[src/rtl/alu_seq.sv]
// alu_seq: register-file sequencer that feeds an external combinational ALU.
// Each accepted instruction takes two edges: operand fetch, then commit of result and flags.
// Optional build macro: ALU_SEQ_ILLEGAL_EN -- when defined, op 7 is rejected (err pulse, no write).

package alu_types;
  typedef enum logic [2:0] {
    CMD_ADD = 3'd0,
    CMD_SUB = 3'd1,
    CMD_INC = 3'd2,
    CMD_DEC = 3'd3,
    CMD_AND = 3'd4,
    CMD_OR  = 3'd5,
    CMD_NOT = 3'd6,
    CMD_ILL = 3'd7
  } cmd_t;
endpackage

module alu_seq #(
  parameter int unsigned NREGS = 4,
  parameter int unsigned AW    = $clog2(NREGS)
) (
  input  logic          clk,
  input  logic          rst_n,
  input  logic          instr_valid,
  output logic          instr_ready,
  input  logic [2:0]    instr_op,
  input  logic [AW-1:0] instr_rd,
  input  logic [AW-1:0] instr_ra,
  input  logic [AW-1:0] instr_rb,
  input  logic          wr_en,
  input  logic [AW-1:0] wr_addr,
  input  logic [31:0]   wr_data,
  input  logic [AW-1:0] rd_sel,
  output logic [31:0]   rd_data,
  output logic [2:0]    alu_cmd,
  output logic [31:0]   alu_a,
  output logic [31:0]   alu_b,
  input  logic [31:0]   alu_data,
  input  logic          alu_v,
  input  logic          alu_c,
  input  logic          alu_n,
  input  logic          alu_z,
  output logic [3:0]    flags,
  output logic          done,
  output logic          err
);

  localparam int unsigned DW = 32;
  localparam logic [0:0] S_IDLE = 1'b0;
  localparam logic [0:0] S_EXEC = 1'b1;

  logic [0:0]    state_q,   state_d;
  logic [DW-1:0] regs_q [NREGS];
  logic [DW-1:0] regs_d [NREGS];
  logic [2:0]    alu_cmd_q, alu_cmd_d;
  logic [DW-1:0] alu_a_q,   alu_a_d;
  logic [DW-1:0] alu_b_q,   alu_b_d;
  logic [AW-1:0] rd_q,      rd_d;
  logic [3:0]    flags_q,   flags_d;
  logic          done_q,    done_d;
  logic          err_q,     err_d;
  logic          illegal_c;

  // Rejection of op 7 exists only in the illegal-enabled build
  always_comb begin
`ifdef ALU_SEQ_ILLEGAL_EN
    illegal_c = (alu_cmd_q == 3'(alu_types::CMD_ILL));
`else
    illegal_c = 1'b0;
`endif
  end

  // Next-state: host write first, so a same-edge ALU commit to the same register overrides it
  always_comb begin
    state_d   = state_q;
    regs_d    = regs_q;
    alu_cmd_d = alu_cmd_q;
    alu_a_d   = alu_a_q;
    alu_b_d   = alu_b_q;
    rd_d      = rd_q;
    flags_d   = flags_q;
    done_d    = 1'b0;
    err_d     = 1'b0;

    if (wr_en) begin
      regs_d[wr_addr] = wr_data;
    end

    case (state_q)
      S_IDLE: begin
        if (instr_valid) begin
          alu_cmd_d = instr_op;
          alu_a_d   = regs_q[instr_ra];
          alu_b_d   = regs_q[instr_rb];
          rd_d      = instr_rd;
          state_d   = S_EXEC;
        end
      end
      default: begin
        state_d = S_IDLE;
        if (illegal_c) begin
          err_d = 1'b1;
        end else begin
          regs_d[rd_q] = alu_data;
          flags_d      = {alu_v, alu_c, alu_n, alu_z};
          done_d       = 1'b1;
        end
      end
    endcase
  end

  // State and datapath registers; reset aborts any instruction in flight
  always_ff @(posedge clk or negedge rst_n) begin
    if (!rst_n) begin
      state_q   <= S_IDLE;
      for (int i = 0; i < int'(NREGS); i++) begin
        regs_q[i] <= '0;
      end
      alu_cmd_q <= 3'(alu_types::CMD_ADD);
      alu_a_q   <= '0;
      alu_b_q   <= '0;
      rd_q      <= '0;
      flags_q   <= '0;
      done_q    <= 1'b0;
      err_q     <= 1'b0;
    end else begin
      state_q   <= state_d;
      regs_q    <= regs_d;
      alu_cmd_q <= alu_cmd_d;
      alu_a_q   <= alu_a_d;
      alu_b_q   <= alu_b_d;
      rd_q      <= rd_d;
      flags_q   <= flags_d;
      done_q    <= done_d;
      err_q     <= err_d;
    end
  end

  assign instr_ready = (state_q == S_IDLE);
  assign rd_data     = regs_q[rd_sel];
  assign alu_cmd     = alu_cmd_q;
  assign alu_a       = alu_a_q;
  assign alu_b       = alu_b_q;
  assign flags       = flags_q;
  assign done        = done_q;
  assign err         = err_q;

endmodule

[config.mk]
export PLATFORM = sky130hd
export DESIGN_NAME = alu_seq
export DESIGN_NICKNAME = d
export VERILOG_FILES = /design/src/rtl/alu_seq.sv
export SDC_FILE = /design/constraint.sdc
export NUM_CORES = 1
export LEC_CHECK = 0
export CORE_AREA = 3 3 180 182
export DETAILED_ROUTE_END_ITERATION = 10
export DIE_AREA = 0 0 183 185
export SLEW_MARGIN = 15
export SYNTH_ARGS = -nofsm -noshare
export SYNTH_HDL_FRONTEND = slang
export SYNTH_SLANG_ARGS = --single-unit
export TNS_END_PERCENT = 100
[constraint.sdc]
create_clock -name clk -period 1.96 [get_ports clk]
set_input_delay 0.196 -clock clk [delete_from_list [all_inputs] [get_ports clk]]
set_output_delay 0.196 -clock clk [all_outputs]
set_load 0.05 [all_outputs]
Word-level counts from Yosys, hierarchy flattened
Cells that the tools add are included.
- register bits: 203
- input port bits: 85
- output and inout bits: 106
- logic and storage cells: 47
- order comparisons: 7
- mux-type cells: 20
- bitwise operators: 6
- reduce and logical (&&, ||, !) cells: 3
- operator list (kind ; number):
    $bwmux 128 ; 2
    $mux 128 ; 2
    $mux 32 ; 8
    $bmux 32 s2 ; 3
    $demux 32 s2 ; 2
    $ge 3x3->1 const B ; 5
    $not 2->3 ; 5
    $lt 3x1->1 const B ; 2
    $mux 1 ; 3
    $logic_and 1x1->1 ; 2
    $reduce_and 2->1 ; 1
    $not 1->1 ; 1

Depth between registers and ports, before layout
- depth after elaboration: 9
- depth in mapped cells: 7
- depth with buffers taken out: 4

Worst setup path before layout
No wires, ideal clock.
- path type: input-to-output
- start: input port rd_sel[1]
- end: output port rd_data[15]
- arrival time: 1.325 ns
- data required time: 1.764 ns
- setup slack: 0.439 ns
- stages on the path: 3
- buffers on the path: 2
- cell sequence: buf_2 -> buf_2 -> mux4_2
- word-level cells in the longest chain between the ends: 4
- RTL lines (item ; line ; text):
    start, declared ; 33 ; input logic [AW-1:0] rd_sel,
    $not 2->3 (implied by the code) ; 140 ; assign rd_data = regs_q[rd_sel];
    $bmux 32 s2 ; 140 ;
    $mux 32 (implied by the code) (2 in a row) ; 140 ;
    end, declared ; 34 ; output logic [31:0] rd_data,
Every way passes these cells. The select of a mux whose other input is x is not followed.

Final worst setup path
- start: register alu_a_q[15], in the netlist alu_a[15]
- end: output port alu_a[15]
- RTL lines (item ; line ; text):
    start, declared ; 56 ; logic [DW-1:0] alu_a_q, alu_a_d;
    start signal, assigned ; 130 ; alu_a_q <= alu_a_d;
    end, declared ; 36 ; output logic [31:0] alu_a,
No word-level cell between the ends.

==> flow_summary_export.csv <==
group,metric,value,unit
status,status,"completed",
clock_network,post-cts-setup-buffers,0,
placement,post_dp_cell_area,13600,um2
min_path,hold_class,"in -> reg",
placement,dp_slack,0.135,ns
floorplan,start_util,36.1,%
floorplan,die_h,185,um
critical_path,critPathTopFamily,"buffers and inverters",
sta,min_period_over_period,98.4,%
run,cap_violations,0,
critical_path,path_cells,"clkdlybuf4s50_1",
yosys,yosys_warnings,0,
critical_path,crit_cells,1,
clock_network,numCtsBuffers,24,
yosys,avgSynthCellArea,9.74,um2
detailed_routing,drt_iter0_drc,734,
sta,fin_setup_tns,0,ns
sta,fin_crit,1.93,ns
finish,drive_gt1_share,16.9,%
critical_path,cp-start-kind,"flip-flop",
detailed_routing,drc,0,
placement,routabilityCongestion,0.813,
critical_path,required,1.76,ns
yosys,synth_top_area_cell,"dfrtp_1",
critical_path,cp_slowest_cell,"clkdlybuf4s50_1",
clock_network,cts_max_level,1,
critical_path,slowest_delay,0.82,ns
sta,slew_headroom,65.2,%
floorplan,fp-row-count,64,
yosys,async_flop_share,100,%
yosys,seq_area_frac_synth,45.7,%
detailed_routing,final_antenna_net_count,0,
sta,slew_viol_final,0,
sta,finalSetupViolCount,0,
global_route,grt_max_degree,65,
yosys,synth-edff-count,0,
critical_path,crit_type,"reg -> out",
yosys,yosysMostFrequentCell,"nand2_1",
finish,syn2layout_area_growth,30.4,%
placement,placed_cells,1679,
yosys,ys_types,27,
pwr,power.density,1210,nW/um2
yosys,synthTopCellsByCount,"nand2_1 (335), dfrtp_1 (203), mux2i_1 (128)",
yosys,synthTopCellsByArea,"dfrtp_1 (46%), mux2i_1 (12%), nand2_1 (11%)",
global_route,grt_antenna_before_repair,2,
clock_network,cts_tree,"done",
yosys,syn_inst,1141,
global_route,grt_pass1_vias,9631,
detailed_routing,drt-vias-per-instance,5.59,
sta,worst_slew_pin_slew,0.521,ns
yosys,syn-num-nets,1226,
critical_path,critPathBufInv,1,
critical_path,reg2regPathDepth,5,
clock_network,worst_skew_pair.late_latency,0.52,ns
floorplan,die_area,33900,um2
detailed_routing,dr.pass1.iters,5,
critical_path,cp-end-kind,"primary output",
floorplan,core_area,30700,um2
yosys,ys.flop_type,"dfrtp_1",
global_route,grt.total_usage,21.6,%
critical_path,cp_max_fo,2,
critical_path,arrival,1.73,ns
sta,setup_ws,0.0313,ns
sta,fin_skew,0.0174,ns
detailed_routing,wire_per_inst,21.5,um
detailed_routing,num_vias,9630,
clock_network,clk_pin_slew,0.06,ns
placement,portBuffers,189,
clock_network,cts_root_buf,"clkbuf_16",
global_route,grt_pass1_wl,57.5,mm
detailed_routing,finalWirelength,37.0,mm
yosys,netlist_area,11100,um2
yosys,synthDominantCellAreaShare,45.7,%
yosys,ys_ff_latch,203,
min_path,hold_depth,3,
pwr,ir_worst_vdd,0.740,mV
finish,antennaDiodeCount,0,
sta,rsz0062_at_grt,"false",
pwr,p_leak,6.44,nW
global_route,grt-ovfl-total,0,
clock_network,max-clock-path-buffers,3,
floorplan,die_x,183,um
floorplan,io_pins,191,
sta,hold_viol,0,
clock_network,cts.sinks,203,
finish,fin_area,14500,um2
finish,nNetsFinal,1395,
finish,fin_cells,1724,
placement,dp_hpwl,24.2,mm
critical_path,reg2reg_slack,0.42,ns
sta,holdWs,0.218,ns
sta,clock.fmax,0.518,GHz
stage by stage:
step           util, %  power, mW
6_report          47.1       17.5
5_1_grt           47.1       18.4
4_1_cts           47.1       17.7
3_5_place_dp      44.3       12.9
3_3_place_gp      44.3       12.8
2_1_floorplan        -       10.5
cells in the final DEF (no fill, tap or decap), types with 3 or more instances in the layout:
cell type and count:
nor2_2 19, o221ai_1 64, clkbuf_1 4, a31oi_1 104, clkbuf_16 25, clkinv_2 6
bufinv_16 3, nand3b_1 4, clkbuf_8 6, nor2_1 109, a31oi_2 24, mux2i_1 128
dlymetal6s2s_1 5, clkdlybuf4s50_1 143, mux2_2 4, dfrtp_1 203, buf_4 61, buf_12 27
nand2_1 335, mux4_2 32
metal layers:
metal / vias to the layer above / track usage, % / part of all wire, %
met3: 60 / 3.99 / 6.5
met5: - / 0 / 0.073
li1: 4425 / - / -
met4: 4 / 4.84 / 2.3
met2: 355 / 36.2 / 48
met1: 4786 / 29.3 / 43
area by class of cell:
type                            count  area (um2)
Timing Repair Buffer              242        2540
Clock inverter                     10         128
Multi-Input combinational cell    837        5520
Clock buffer                       34         709
Tap cell                          396         495
Inverter                            2        12.5
Sequential cell                   203        5080
Fill cell                        2882       16300
registers in the layout, summed over array words and instances (netlist names):
| name | flops |
|---|---|
| alu_b | 32 |
| alu_a | 32 |
| flags | 4 |
| done | 1 |
| alu_cmd | 3 |
| regs_q | 128 |
| state_q | 1 |
| rd_q | 2 |
cells by family after synthesis:
kind of cell           Yosys count  synth area share, %
flip-flops                     203                 45.7
AO/OA/AOI/OAI                  192                 13.6
AND/OR/NAND/NOR                480                 17.3
other                            1               0.0338
multiplexers                   164                 18.4
buffers and inverters          101                 4.89
timing repair:
action                     4_1_cts  5_1_grt
hold endpoints to repair        50        0
hold buffers                     1        0
gates resized for setup          2        5
setup endpoints to repair        2        5
worst paths after layout:
check                             from          to
max                          alu_a[15]   alu_a[15]
min                        instr_op[1]  alu_cmd[1]
max reg2reg                    state_q    alu_b[4]
min reg2reg                 alu_cmd[2]  alu_cmd[2]
max in group asynchronous        rst_n    alu_b[8]
min in group asynchronous        rst_n   alu_b[31]
power breakdown:
part,internal [mW],switching (mW)
registers,5.30,1.05
clock network,2.91,1.80
logic,2.50,3.99
Power figures use the tool's default switching activity.
